<file path="config.mk">
export PLATFORM = sky130hd
export DESIGN_NAME = mmu_feeder_nxn
export DESIGN_NICKNAME = d
export VERILOG_FILES = /design/src/rtl/mmu_pkg.sv /design/src/rtl/mmu_skew_lane.sv /design/src/rtl/mmu_feeder_nxn.sv
export SDC_FILE = /design/constraint.sdc
export NUM_CORES = 1
export LEC_CHECK = 0
export BUFFER_PORTS_ARGS = -buffer_cell sky130_fd_sc_hd__buf_2
export CORE_MARGIN = 1
export CORE_UTILIZATION = 40
export CTS_BUF_LIST = sky130_fd_sc_hd__clkbuf_4
export DETAILED_ROUTE_END_ITERATION = 10
export HOLD_SLACK_MARGIN = 0.05
export PLACE_DENSITY = 0.64
export REMOVE_ABC_BUFFERS = 1
export SLEW_MARGIN = 20
export SYNTH_ARGS = -nofsm -noshare
export SYNTH_HDL_FRONTEND = slang
export SYNTH_SLANG_ARGS = --single-unit
</file>
<file path="constraint.sdc">
create_clock -name clk -period 2 [get_ports clk]
set_input_delay 0.1 -clock clk [delete_from_list [all_inputs] [get_ports clk]]
set_output_delay 0.1 -clock clk [all_outputs]
set_load 0.01 [all_outputs]
</file>
<file path="src/rtl/mmu_pkg.sv">
// Shared types and legal bounds for the N x N MMU operand feeder.
package mmu_pkg;

    typedef enum logic [2:0] {
        IDLE,
        CLEAR,
        FEED,
        DRAIN,
        OUT,
        DONE
    } state_t;

    localparam int N_MIN = 2;
    localparam int N_MAX = 8;

endpackage

</file>
<file path="src/rtl/mmu_skew_lane.sv">
// One edge lane of the skewed operand wavefront: picks element k = t - LANE
// out of a snapshot row (A side) or column (B side), zero outside the window.
module mmu_skew_lane #(
    parameter int N    = 2,
    parameter int DW   = 8,
    parameter int TW   = 2,
    parameter int LANE = 0
) (
    input  logic [N*DW-1:0] vec,
    input  logic [TW-1:0]   t,
    output logic [DW-1:0]   sel
);

    // Select the element whose wavefront slot matches the current step.
    always_comb begin
        sel = '0;
        for (int k = 0; k < N; k++) begin
            if (t == TW'(k + LANE)) begin
                sel = vec[k*DW +: DW];
            end
        end
    end

endmodule

</file>
<file path="src/rtl/mmu_feeder_nxn.sv">
// Operand scheduler and result serialiser for an N x N output-stationary
// systolic MMU.
//
// state | meaning
// ------+-------------------------------------------------------------
// IDLE  | array held in clear, waiting for start
// CLEAR | one cycle of accumulator clear after the snapshot is taken
// FEED  | 2N-1 steps of skewed row/column streams into the array edges
// DRAIN | wait for the last wavefront to reach the far corner PE
// OUT   | present c_flat elements row-major, one per handshake
// DONE  | one-cycle completion pulse
module mmu_feeder_nxn
    import mmu_pkg::*;
#(
    parameter int N       = 2,
    parameter int DW      = 8,
    parameter int ACCW    = 16,
    parameter int ARR_LAT = 1
) (
    input  logic                  clk,
    input  logic                  rst_n,
    input  logic                  start,
    input  logic [N*N*DW-1:0]     mat_a,
    input  logic [N*N*DW-1:0]     mat_b,
    input  logic [N*N*ACCW-1:0]   c_flat,
    output logic                  busy,
    output logic                  clear,
    output logic [N*DW-1:0]       a_data,
    output logic [N*DW-1:0]       b_data,
    output logic                  out_valid,
    input  logic                  out_ready,
    output logic [ACCW-1:0]       out_data,
    output logic                  out_last,
    output logic                  done
);

    localparam int TW  = $clog2(2*N - 1);
    localparam int DRW = $clog2(N + ARR_LAT);
    localparam int IW  = $clog2(N*N);

    if (N < N_MIN || N > N_MAX) begin : g_bad_n
        $error("mmu_feeder_nxn: N out of supported range");
    end

    state_t              state_q, state_d;
    logic [N*N*DW-1:0]   snap_a_q, snap_b_q;
    logic [TW-1:0]       t_q;
    logic [DRW-1:0]      drain_q;
    logic [IW-1:0]       idx_q;
    logic [N*DW-1:0]     a_q, b_q, a_next, b_next;
    logic [N*DW-1:0]     col_b [N];
    logic [ACCW-1:0]     c_elem [N*N];
    logic                feed_end, drain_end, last_idx, hs;

    assign feed_end  = (t_q == TW'(2*N - 2));
    assign drain_end = (drain_q == '0);
    assign last_idx  = (idx_q == IW'(N*N - 1));
    assign hs        = (state_q == OUT) && out_ready;

    // Regroup the B snapshot into columns so each column lane sees B[k][j] at k.
    always_comb begin
        for (int j = 0; j < N; j++) begin
            col_b[j] = '0;
            for (int k = 0; k < N; k++) begin
                col_b[j][k*DW +: DW] = snap_b_q[(k*N + j)*DW +: DW];
            end
        end
    end

    // Unpack the array results so the presented element is a plain index.
    always_comb begin
        for (int e = 0; e < N*N; e++) begin
            c_elem[e] = c_flat[e*ACCW +: ACCW];
        end
    end

    for (genvar i = 0; i < N; i++) begin : g_lane
        mmu_skew_lane #(.N(N), .DW(DW), .TW(TW), .LANE(i)) u_row (
            .vec (snap_a_q[i*N*DW +: N*DW]),
            .t   (t_q),
            .sel (a_next[i*DW +: DW])
        );
        mmu_skew_lane #(.N(N), .DW(DW), .TW(TW), .LANE(i)) u_col (
            .vec (col_b[i]),
            .t   (t_q),
            .sel (b_next[i*DW +: DW])
        );
    end

    // State register.
    always_ff @(posedge clk or negedge rst_n) begin
        if (!rst_n) state_q <= IDLE;
        else        state_q <= state_d;
    end

    // Next-state logic; start is only honoured from IDLE.
    always_comb begin
        state_d = state_q;
        case (state_q)
            IDLE:    if (start) state_d = CLEAR;
            CLEAR:   state_d = FEED;
            FEED:    if (feed_end) state_d = DRAIN;
            DRAIN:   if (drain_end) state_d = OUT;
            OUT:     if (hs && last_idx) state_d = DONE;
            DONE:    state_d = IDLE;
            default: state_d = IDLE;
        endcase
    end

    // Snapshot, step counters and registered edge streams.
    always_ff @(posedge clk or negedge rst_n) begin
        if (!rst_n) begin
            snap_a_q <= '0;
            snap_b_q <= '0;
            t_q      <= '0;
            drain_q  <= '0;
            idx_q    <= '0;
            a_q      <= '0;
            b_q      <= '0;
        end else begin
            if (state_q == IDLE && start) begin
                snap_a_q <= mat_a;
                snap_b_q <= mat_b;
            end
            t_q <= (state_q == FEED && !feed_end) ? t_q + 1'b1 : '0;
            if (state_q == FEED) begin
                drain_q <= DRW'(N - 2 + ARR_LAT);
            end else if (state_q == DRAIN && !drain_end) begin
                drain_q <= drain_q - 1'b1;
            end
            if (state_q != OUT) begin
                idx_q <= '0;
            end else if (hs && !last_idx) begin
                idx_q <= idx_q + 1'b1;
            end
            a_q <= (state_q == FEED) ? a_next : '0;
            b_q <= (state_q == FEED) ? b_next : '0;
        end
    end

    // Results are read live from the array, which holds them while clear is low.
    assign out_valid = (state_q == OUT);
    assign out_data  = (state_q == OUT) ? c_elem[idx_q] : '0;
    assign out_last  = (state_q == OUT) && last_idx;
    assign busy      = (state_q != IDLE) && (state_q != DONE);
    assign clear     = (state_q == IDLE) || (state_q == CLEAR);
    assign done      = (state_q == DONE);
    assign a_data    = a_q;
    assign b_data    = b_q;

endmodule

</file>
# Yosys cells after proc, flatten, opt, wreduce, memory -nomap -nowiden
# Cells that the tools add are included.
# word_totals
register_bits	105
in_bits	132
output_inout_bits	53
# classes
add_sub_neg	3
n_lt_le_gt_ge	1
eq_ne	14
muxes	24
bitwise_logic	1
reduce_logical	19
# op_table
op	n
$mux W16	5
$mux W8	8
$bmux W16 S2	1
$pmux W3 S5	1
$mux W3	4
$mux W2	5
$logic_and A1 B1 Y1	8
$eq A3 B2 Y1 const B	2
$eq A3 B3 Y1 const B	2
$ne A2 B2 Y1 const B	3
$ne A3 B3 Y1 const B	2
$add A2 B1 Y2 const B	2
$eq A2 B2 Y1 const B	2
$logic_not A2 Y1	2
$reduce_and A4 Y1	1
$reduce_bool A2 Y1	2
$eq A3 B1 Y1 const B	1
$ge A3 B3 Y1 const B	1
$logic_not A1 Y1	3
$logic_not A3 Y1	1
$not A2 Y3	1
$reduce_bool A3 Y1	1
$eq A2 B1 Y1 const B	1
$ne A2 B1 Y1 const B	1
2 further kinds	2

# Logic depth before layout (Yosys ltp)
# Gate-level depths: netlist of the first run.
# depth
depth_word	5
depth_mapped	8
depth_no_buf	5

# Cells and area by module
# A second synthesis of the first run with hierarchy kept.
# hier_totals
cells_unflattened	351
area_unflattened_um2	5144.9
# by_module_without_submodules
mod	n_inst	cells_each	area_per_inst_um2	seq_area_each_um2
mmu_feeder_nxn	1	291	4697.0	2627.5
mmu_skew_lane at g_lane[0].u_col ...	2	18	125.1	0.0
mmu_skew_lane at g_lane[1].u_col ...	2	12	98.8	0.0

# Least setup slack after synthesis of the first run
# No wires, ideal clock.
# synth_timing
kind	flip-flop to flip-flop
startpoint	reg state_q[0]
endpoint	reg snap_a_q[0]
arrival_time_ps	1410
path_slack_ps	465
stages_incl_launch_ff	6
n_path_buf	3
cell_sequence	dfrtp_1 > buf_6 > nor4b_4 > buf_6 > buf_12 > mux2_4
# synth_via
elab_chain_len	2
# synth_rtl
element	line_no	source
start, declared	mmu_feeder_nxn.sv:45	state_t state_q, state_d;
start signal, assigned	mmu_feeder_nxn.sv:93	else state_q <= state_d;
$logic_not A3 Y1	mmu_feeder_nxn.sv:121	if (state_q == IDLE && start) begin
$logic_and A1 B1 Y1	mmu_feeder_nxn.sv:121	
end signal, assigned	mmu_feeder_nxn.sv:122	snap_a_q <= mat_a;
end, declared	mmu_feeder_nxn.sv:46	logic [N*N*DW-1:0] snap_a_q, snap_b_q;
# Every way passes these cells.
# A chain may end at the register's enable or synchronous reset.

# Final worst setup path of the first run
# layout_timing
startpoint	reg idx_q[0]
endpoint	out out_data[4]
# layout_via
elab_chain_len	5
# layout_rtl
element	line_no	source
start, declared	mmu_feeder_nxn.sv:49	logic [IW-1:0] idx_q;
start signal, assigned	mmu_feeder_nxn.sv:134	idx_q <= idx_q + 1'b1;
$not A2 Y3 (not written as such)	mmu_feeder_nxn.sv:143	assign out_data = (state_q == OUT) ? c_elem[idx_q] : '0;
$bmux W16 S2	mmu_feeder_nxn.sv:143	
$mux W16 (not written as such) (2 in series)	mmu_feeder_nxn.sv:143	
$mux W16	mmu_feeder_nxn.sv:143	
end, declared	mmu_feeder_nxn.sv:32	output logic [ACCW-1:0] out_data,
# Every way passes these cells. The select of a mux whose other input is x is not followed.

==> metrics.csv, run 1 <==
metric,value,unit
worst_skew_pair.late_latency,450,ps
rows,40,
endpoint_kind,output pin,
chipHeight,113,um
clock_tree.root_cell,clkbuf_4,
antenna_found_initial,0,
worst-r2r-cell-count,4,
ys_types,33,
antennaDiodeCount,0,
critPathMostFrequentCell,buf_6,
ys_warn_count,0,
fin_nets,727,
io_buffers,184,
min_from,start,
syn_to_final_growth,41.0,%
path_class,flip-flop to output pin,
multiInputGateArea,2090,um^2
fin_crit_sh,0.978,
critPathSlowestCell,mux4_2,
drt_iter0_drc,178,
max_clock_freq,511,MHz
dr.pass1.iters,4,
io_pins,185,
ys_seq_area_frac,0.530,
setup_violations,0,
finalHoldViolations,0,
ff_latch_area,2630,um^2
die_w,113,um
tritoncts,yes,
crit_buf_inv,2,
synth_area_leaders,"dfrtp_1 53%, mux2_4 18%, mux4_2 5.9%",
htree_levels,3,
core_area,12100,um^2
cts_buffer_depth,2,
clk_pin_slew,160,ps
crit_fanout,5,
gp_congestion,0.759,
maxSlewHeadroom,0.562,
avgSynthCellArea,14.8,um^2
synth_cells,334,
n_fill_cell,967,
power,0.00816,W
peakVddDrop,0.482,mV
cts_buffers,9,
layout-drive-gt1-share,0.536,
critPathLaunchType,flip-flop,
min_path_cells,4,
fin_tns_setup,0,ps
ys_seq_elements,105,
hpwl,7950,um
min_path_type,input port to flip-flop,
grt_max_degree,52,
r2r_end,snap_b_q[23],
crit_path_cell_trace,"buf_6, mux4_2, and2_4, buf_6",
crit_required,1900,ps
synth_top_area_cell,dfrtp_1,
avgRoutedWirePerCell,15.5,um
grt_pass1_wl,19200,um
wl,11900,um
rrSetupSlack,180,ps
period_needed,1960,ps
crit_family,multiplexers,
route.vias.total,3624,
reg2reg_from,state_q[1],
power.leakage,3.43,nW
power_density,1170,nW/um^2
slowest_delay,520,ps
start_util,0.411,
arrival,1860,ps
grt.total_usage,0.193,
via_per_inst,4.75,
grt-ovfl-total,0,
holdPathEnd,state_q[0],
cts.sinks,105,
drv_cap,0,
synth_top_area_share,0.530,
slew_viol_final,0,
drc,0,
die-area,12800,um^2
tightest_slew,657,ps
skew,16.8,ps
drtAntennaViolNets,0,
grt_pass1_vias,3909,
rsz0062_at_grt,yes,
outcome,"complete, no violations",
syn_area,4960,um^2
stage by stage:
step	setup slack (ps)	std cells	hold WS, ps	util	cell area, um^2
floorplan	-2290	308	-196	-	4720
global placement	273	675	168	0.497	6000
detailed placement	231	675	170	0.497	6000
CTS	-6.39	760	64.9	0.567	6830
global route	-45.7	763	70.8	0.580	6990
finish	43.8	763	90.6	0.580	6990
synthesized netlist by cell type, drive strengths merged:
cell type and number:
nor2 35, o21ai 2, buf 23, mux2i 2, inv 5, a22oi 31, nand2b 3, and3b 1
and3 1, clkbuf 3, or4bb 1, ha 5, nor2b 3, nand2 4, mux2 64, o21a 1
dfrtp 105, nor3 2, or2 1, nand3b 2, and2 17, nor3b 1, o2bb2ai 2, a21oi 1
xnor2 2, mux4 16, nor4b 1
kinds of logic after synthesis:
family | count (synthesis) | synth area share
compound gates | 37 | 0.0550
xor+xnor | 2 | 0.00353
buf+inv | 31 | 0.0527
fa+ha+maj | 5 | 0.0126
flops | 105 | 0.530
mux | 82 | 0.270
simple gates | 72 | 0.0765
per-layer routing:
layer / share of wire / vias up / global-route usage
met1: 0.42 / 1790 / 0.236
met2: 0.52 / 131 / 0.344
met5: 0 / - / 0
li1: - / 1695 / -
met3: 0.056 / 8 / 0.0450
met4: 0.0081 / 0 / 0.0430
cells in the final DEF (no fill, tap or decap), types with 4 or more instances in the layout:
cell / n
a22oi_1: 31
and2_1: 4
and2_4: 13
buf_12: 4
buf_2: 170
buf_4: 16
buf_6: 14
clkbuf_4: 10
dfrtp_1: 100
dfrtp_2: 5
dlygate4sd3_1: 66
ha_1: 5
inv_1: 4
mux2_2: 4
mux2_4: 60
mux4_2: 16
nand2_1: 4
nor2_1: 35
report_power, final:
part | internal (W) | switching, W | leakage, nW
Sequential | 0.00304 | 0.000491 | 1.30
Clock | 0.000403 | 0.000697 | 0.0769
Combinational | 0.00204 | 0.00149 | 2.06
worst register-to-register path, cell delays in order, from the launching register on:
cell     delay, ps
dfrtp_2        460
buf_4          170
nor4b_4        400
buf_12         310
mux2_2         390
cell type report:
cell class              instances  area share
flip-flops and latches        105       0.377
multi-input cells             198       0.299
clock inverters                 6     0.00913
inverters                       5     0.00322
well taps                     168      0.0301
clock buffers                  10      0.0107
repair buffers                271       0.271
repair_timing:
action,in CTS,in global routing
endpoints found under the hold margin,113,0
setup buffers,3,2
gates cloned,0,1
pin swaps,1,15
gates resized for setup,11,28
endpoints found under the setup margin,18,16
hold buffers,66,0
worst max-delay path by stage:
stage / start / to / slack, ps / depth (start not counted)
after floorplan: state_q[0] / snap_b_q[23] / -2290 / 2
after global placement: state_q[0] / snap_b_q[23] / 270 / 3
after detailed placement: state_q[0] / snap_b_q[23] / 230 / 3
after CTS: idx_q[0] / out_data[5] / -6 / 4
after global routing: idx_q[0] / out_data[4] / -50 / 4
final: idx_q[0] / out_data[4] / 40 / 4
flip-flops by register name, summed over array words and instances, names as in the netlist:
| signal | cells |
|---|---|
| snap_b_q | 32 |
| t_q | 2 |
| drain_q | 2 |
| b_data | 16 |
| snap_a_q | 32 |
| idx_q | 2 |
| a_data | 16 |
| state_q | 3 |
Note: power is estimated with default switching activity, not from simulation.
==> inputs of run 2 (changes only) <==
REMOVE_ABC_BUFFERS = unset   (was 1)
clock period = 2.1 ns   (was 2 ns; I/O delays follow)
==> run 2 against run 1 <==
  * Die area did not move
  * First-iteration DRC count up 29%
  * Non-clock buffer count grew 1
  * Clock-buffer cell count shrank 1
  * Design area is 0.59% lower
  * Clock skew rose by 2.8 ps
  * Sequential share of layout area increased by 0.21 points
  * Routed wire length grew 0.75%
  * Register-to-register slack gained 130 ps
  * Via count up 0.22%
  * Critical path type unchanged
==> metrics.csv, run 2 (same netlist as run 1, synthesis figures left out) <==
metric,value,unit,change
via_per_inst,4.75,,about the same
critPathLaunchType,flip-flop,,unchanged
setup_violations,0,,unchanged
clk_pin_slew,170,ps,was 160 ps
layout_common_cells,"181 x buf_2, 101 x dfrtp_1, 68 x dlygate4sd3_1",,"was 170 x buf_2, 100 x dfrtp_1, 66 x dlygate4sd3_1"
min_path_type,input port to async pin,,was input port to flip-flop
worst_skew_pair.late_latency,480,ps,was 450 ps
skew,19.6,ps,was 16.8 ps
die-area,12800,um^2,unchanged
drt_iter0_drc,230,,was 178
io_buffers,184,,unchanged
drtAntennaViolNets,0,,unchanged
fin_nets,728,,was 727
io_pins,185,,unchanged
peakVddDrop,0.451,mV,was 0.482 mV
clock_tree.root_cell,clkbuf_4,,unchanged
rsz0062_at_grt,yes,,unchanged
reg.largest.list,"snap_a_q (32), snap_b_q (32)",,unchanged
cts_buffers,9,,unchanged
arrival,1910,ps,was 1860 ps
period_needed,2020,ps,
slew_viol_final,0,,unchanged
dpl_worst_slack,272,ps,was 231 ps
power_density,1130,nW/um^2,was 1170 nW/um^2
final_common_cell,buf_2,,unchanged
avgRoutedWirePerCell,15.6,um,was 15.5 um
grt.total_usage,0.190,,was 0.193
crit_required,2000,ps,was 1900 ps
tritoncts,yes,,unchanged
hpwl,7930,um,was 7950 um
tightest_slew,874,ps,was 657 ps
drc,0,,unchanged
path_class,flip-flop to output pin,,unchanged
crit_fanout,9,,was 5
route.vias.total,3632,,was 3624
chipHeight,113,um,unchanged
endpoint_kind,output pin,,unchanged
antenna_found_initial,0,,unchanged
gp_congestion,0.762,,was 0.759
die_w,113,um,unchanged
htree_levels,3,,unchanged
dr.pass1.iters,4,,unchanged
synth.net_count,471,,
grt_max_degree,56,,was 52
grt_pass1_wl,18900,um,was 19200 um
power.leakage,3.44,nW,was 3.43 nW
core_area,12100,um^2,unchanged
timing.final.ws_setup,81.3,ps,was 43.8 ps
fin_tns_setup,0,ps,unchanged
outcome,"complete, no violations",,unchanged
grt_pass1_vias,3845,,was 3909
finalHoldViolations,0,,unchanged
wl,11900,um,about the same
cts_buffer_depth,2,,unchanged
grt-ovfl-total,0,,unchanged
syn_to_final_growth,40.1,%,was 41.0%
drv_cap,0,,unchanged
cts.sinks,105,,unchanged
fin_crit_sh,0.961,,
max_clock_freq,495,MHz,
antennaDiodeCount,0,,unchanged
maxSlewHeadroom,0.415,,was 0.562
rows,40,,unchanged
start_util,0.411,,unchanged
layout-drive-gt1-share,0.513,,was 0.536
[run 2: cell types whose count changed in the layout (fill, tap and decap cells not counted), sizes merged]
| cell | previous run | this run |
|---|---|---|
| bufinv | 1 | 2 |
| dlygate4sd3 | 66 | 68 |
| clkinv | 2 | 3 |
| inv | 7 | 6 |
| buf | 204 | 202 |
[run 2: power breakdown]
part           switching, W  leakage [nW]  internal [W]
sequential         0.000492          1.30       0.00290
clock              0.000680        0.0881      0.000484
combinational       0.00140          2.05       0.00192
[run 2: through the flow]
stage | cell area (um^2) | total power [W] | hold WS [ps] | utilization | cells
after CTS | 6850 | 0.00789 | 174 | 0.568 | 758
after floorplan | 4960 | 0.00578 | -191 | - | 334
final | 6950 | 0.00788 | 179 | 0.576 | 764
after detailed placement | 5990 | 0.00660 | 13.4 | 0.497 | 674
after global routing | 6950 | 0.00838 | 161 | 0.576 | 764
after global placement | 5990 | 0.00648 | 8.06 | 0.497 | 674
[run 2: timing repair]
action                                 in CTS  in global routing
hold buffers                               68                  0
setup endpoints to repair                  17                 17
gates cloned                                0                  2
resized for setup                           7                  7
endpoints found under the hold margin     171                  0
pin swaps                                   0                  0
buffers inserted                            0                  4
[run 2: layout make-up]
class,count,area (um^2)
inverter,5,22.5
clock buffer,9,67.6
multi-input combinational,198,2070
clock inverter,7,91.3
timing repair buffer,272,1850
sequential,105,2630
tap,168,210
fill,995,5110
[run 2: final timing paths]
kind / cells past startpoint / endpoint / from / slack, ps
setup / recovery: 4 / out_data[8] / idx_q[0] / 80
hold / removal: 3 / b_data[9] / rst_n / 180
setup reg to reg: 4 / snap_a_q[21] / state_q[1] / 310
hold reg to reg: 1 / t_q[0] / t_q[0] / 480
max in group asynchronous: 3 / b_data[0] / rst_n / 680
min in group clk: 3 / snap_b_q[4] / mat_b[4] / 380
[run 2: worst max-delay path, cell delays in order, from the launching register on]
cell and delay, ps:
dfrtp_2 460, clkbuf_16 200, mux4_2 500, and2_1 170
buf_2 130
[run 2: layer usage]
metal	part of all wire	GRT usage	routed length, um
met5	0	0	0
met1	0.42	0.239	5040
met4	0.017	0.0737	199
met2	0.52	0.323	6150
met3	0.046	0.0386	547
==> inputs of run 3 (changes only) <==
CORE_ASPECT_RATIO = 0.7   (was unset)
REMOVE_ABC_BUFFERS = 1   (was unset)
TNS_END_PERCENT = 30   (was unset)
==> run 3 against run 2 <==
  * Design area is 2.3% lower
  * Non-clock buffer count fell by 10
  * Die area hardly changed
  * First-iteration DRC count is 23% lower
  * Via count is 2.0% lower
  * Final cell count shrank 2.5%
  * Global-route usage up 0.16 points
  * Routed wire length is 0.94% higher
  * Setup slack improved by 31 ps
  * Power shrank 3.8%
  * Register-to-register slack gained 20 ps
  * Clock skew is 5.5 ps lower
==> metrics.csv, run 3 (same netlist as run 1, synthesis figures left out) <==
metric,value,unit,change
outcome,"complete, no violations",,unchanged
maxSlewHeadroom,0.528,,was 0.415
crit_required,2000,ps,about the same
avgRoutedWirePerCell,16.2,um,was 15.6 um
final_common_cell,buf_2,,unchanged
route.vias.total,3561,,was 3632
antennaDiodeCount,0,,unchanged
cp.depth,4,,unchanged
min_from,start,,
start_util,0.417,,was 0.411
path_class,flip-flop to output pin,,unchanged
finalHoldViolations,0,,unchanged
via_per_inst,4.78,,was 4.75
drtAntennaViolNets,0,,unchanged
period_needed,1990,ps,was 2020 ps
worst_skew_pair.late_latency,450,ps,was 480 ps
crit_fanout,9,,unchanged
crit_path_cell_trace,"buf_12, mux4_1, and2_1, buf_2",,"was clkbuf_16, mux4_2, and2_1, buf_2"
arrival,1880,ps,was 1910 ps
worst-r2r-cell-count,3,,was 4
rsz0062_at_grt,no,,was yes
crit_family,multiplexers,,unchanged
grt_pass1_wl,19000,um,was 18900 um
min_path_cells,4,,
reg2reg_from,state_q[0],,was state_q[1]
die_w,135,um,was 113 um
power_density,1120,nW/um^2,was 1130 nW/um^2
power,0.00757,W,was 0.00788 W
gp_congestion,0.753,,was 0.762
rows,33,,was 40
wl,12100,um,was 11900 um
clock_tree.root_cell,clkbuf_4,,unchanged
slew_viol_final,0,,unchanged
grt-ovfl-total,0,,unchanged
power.leakage,3.35,nW,was 3.44 nW
r2r_end,snap_a_q[31],,was snap_a_q[21]
fin_nets,720,,was 728
reg.largest.list,"snap_a_q (32), snap_b_q (32)",,unchanged
drt_iter0_drc,177,,was 230
chipHeight,95.2,um,was 113 um
holdPathEnd,state_q[0],,
layout-drive-gt1-share,0.510,,was 0.513
clk_pin_slew,160,ps,was 170 ps
min_path_type,input port to flip-flop,,was input port to async pin
hold-worst-slack,158,ps,was 179 ps
skew,14.1,ps,was 19.6 ps
grt_pass1_vias,3811,,was 3845
setup_violations,0,,unchanged
cts.sinks,105,,unchanged
fin_crit_sh,0.946,,was 0.961
io_buffers,184,,unchanged
grt_max_degree,47,,was 56
dr.pass1.iters,4,,unchanged
io_pins,185,,unchanged
drc,0,,unchanged
grt.total_usage,0.192,,was 0.190
met1_usage,0.265,,was 0.239
use_met3,0.0399,,was 0.0386
drv_cap,0,,unchanged
endpoint_kind,output pin,,unchanged
hpwl,8250,um,was 7930 um
critPathLaunchType,flip-flop,,unchanged
tightest_slew,706,ps,was 874 ps
critPathSlowestCell,mux4_1,,was mux4_2
crit_buf_inv,2,,unchanged
grt_busiest_layer,met2,,unchanged
layout_common_cells,"183 x buf_2, 101 x dfrtp_1, 66 x dlygate4sd3_1",,"was 181 x buf_2, 101 x dfrtp_1, 68 x dlygate4sd3_1"
rrSetupSlack,330,ps,was 310 ps
htree_levels,3,,unchanged
die-area,12900,um^2,was 12800 um^2
cts_buffer_depth,2,,unchanged
cts_buffers,9,,unchanged
peakVddDrop,0.524,mV,was 0.451 mV
gr-usage-met2,0.313,,was 0.323
antenna_found_initial,0,,unchanged
syn_to_final_growth,36.9,%,was 40.1%
post_cts_buffers,0,,unchanged
max_clock_freq,503,MHz,was 495 MHz
core_area,11900,um^2,was 12100 um^2
tritoncts,yes,,unchanged
slowest_delay,540,ps,was 500 ps
-- run 3: worst max path at each step --
stage              endpoint        from  slack [ps]
2_1_floorplan  snap_b_q[23]  state_q[0]       -2190
3_3_place_gp    snap_a_q[0]  state_q[0]         380
3_5_place_dp    snap_a_q[8]  state_q[0]         350
4_1_cts        out_data[10]    idx_q[0]          30
5_1_grt         out_data[6]    idx_q[0]           2
6_report        out_data[6]    idx_q[0]         110
-- run 3: stage by stage --
stage	cells	utilization	instance area [um^2]	TNS, ps	setup WS (ps)
final	745	0.571	6790	0	113
after detailed placement	660	0.501	5960	0	351
after global placement	660	0.501	5960	0	376
after floorplan	308	-	4720	-137450	-2190
after CTS	742	0.567	6750	0	26.9
after global routing	745	0.571	6790	0	2.09
-- run 3: per-layer routing --
metal	part of all wire	up-vias
met5	0	-
met4	0.0015	0
li1	-	1690
met2	0.48	84
met1	0.48	1785
met3	0.036	2
-- run 3: worst reg2reg max path, stage by stage, from the launching register on --
cell and delay (ps):
dfrtp_2 520, nor4b_4 370, buf_4 410, mux2_4 360
-- run 3: area by class of cell --
cell class,instances,area (um^2)
clock buffers,9,67.6
inverters,5,22.5
fillers,1001,5100
flip-flops and latches,105,2630
clock inverters,7,55.1
multi-input cells,198,2070
repair inverters,2,15.0
well taps,157,196
repair buffers,262,1730
-- run 3: where the power goes --
group / internal (W) / leakage, nW / switching [W]
Clock: 0.000252 / 0.0625 / 0.000669
Sequential: 0.00290 / 1.30 / 0.000518
Combinational: 0.00185 / 1.99 / 0.00139
-- run 3: repair_timing --
item,in CTS,in global routing
gates cloned,0,3
endpoints found under the setup margin,17,17
hold endpoints to repair,109,0
hold buffers,66,0
gates resized for setup,4,6
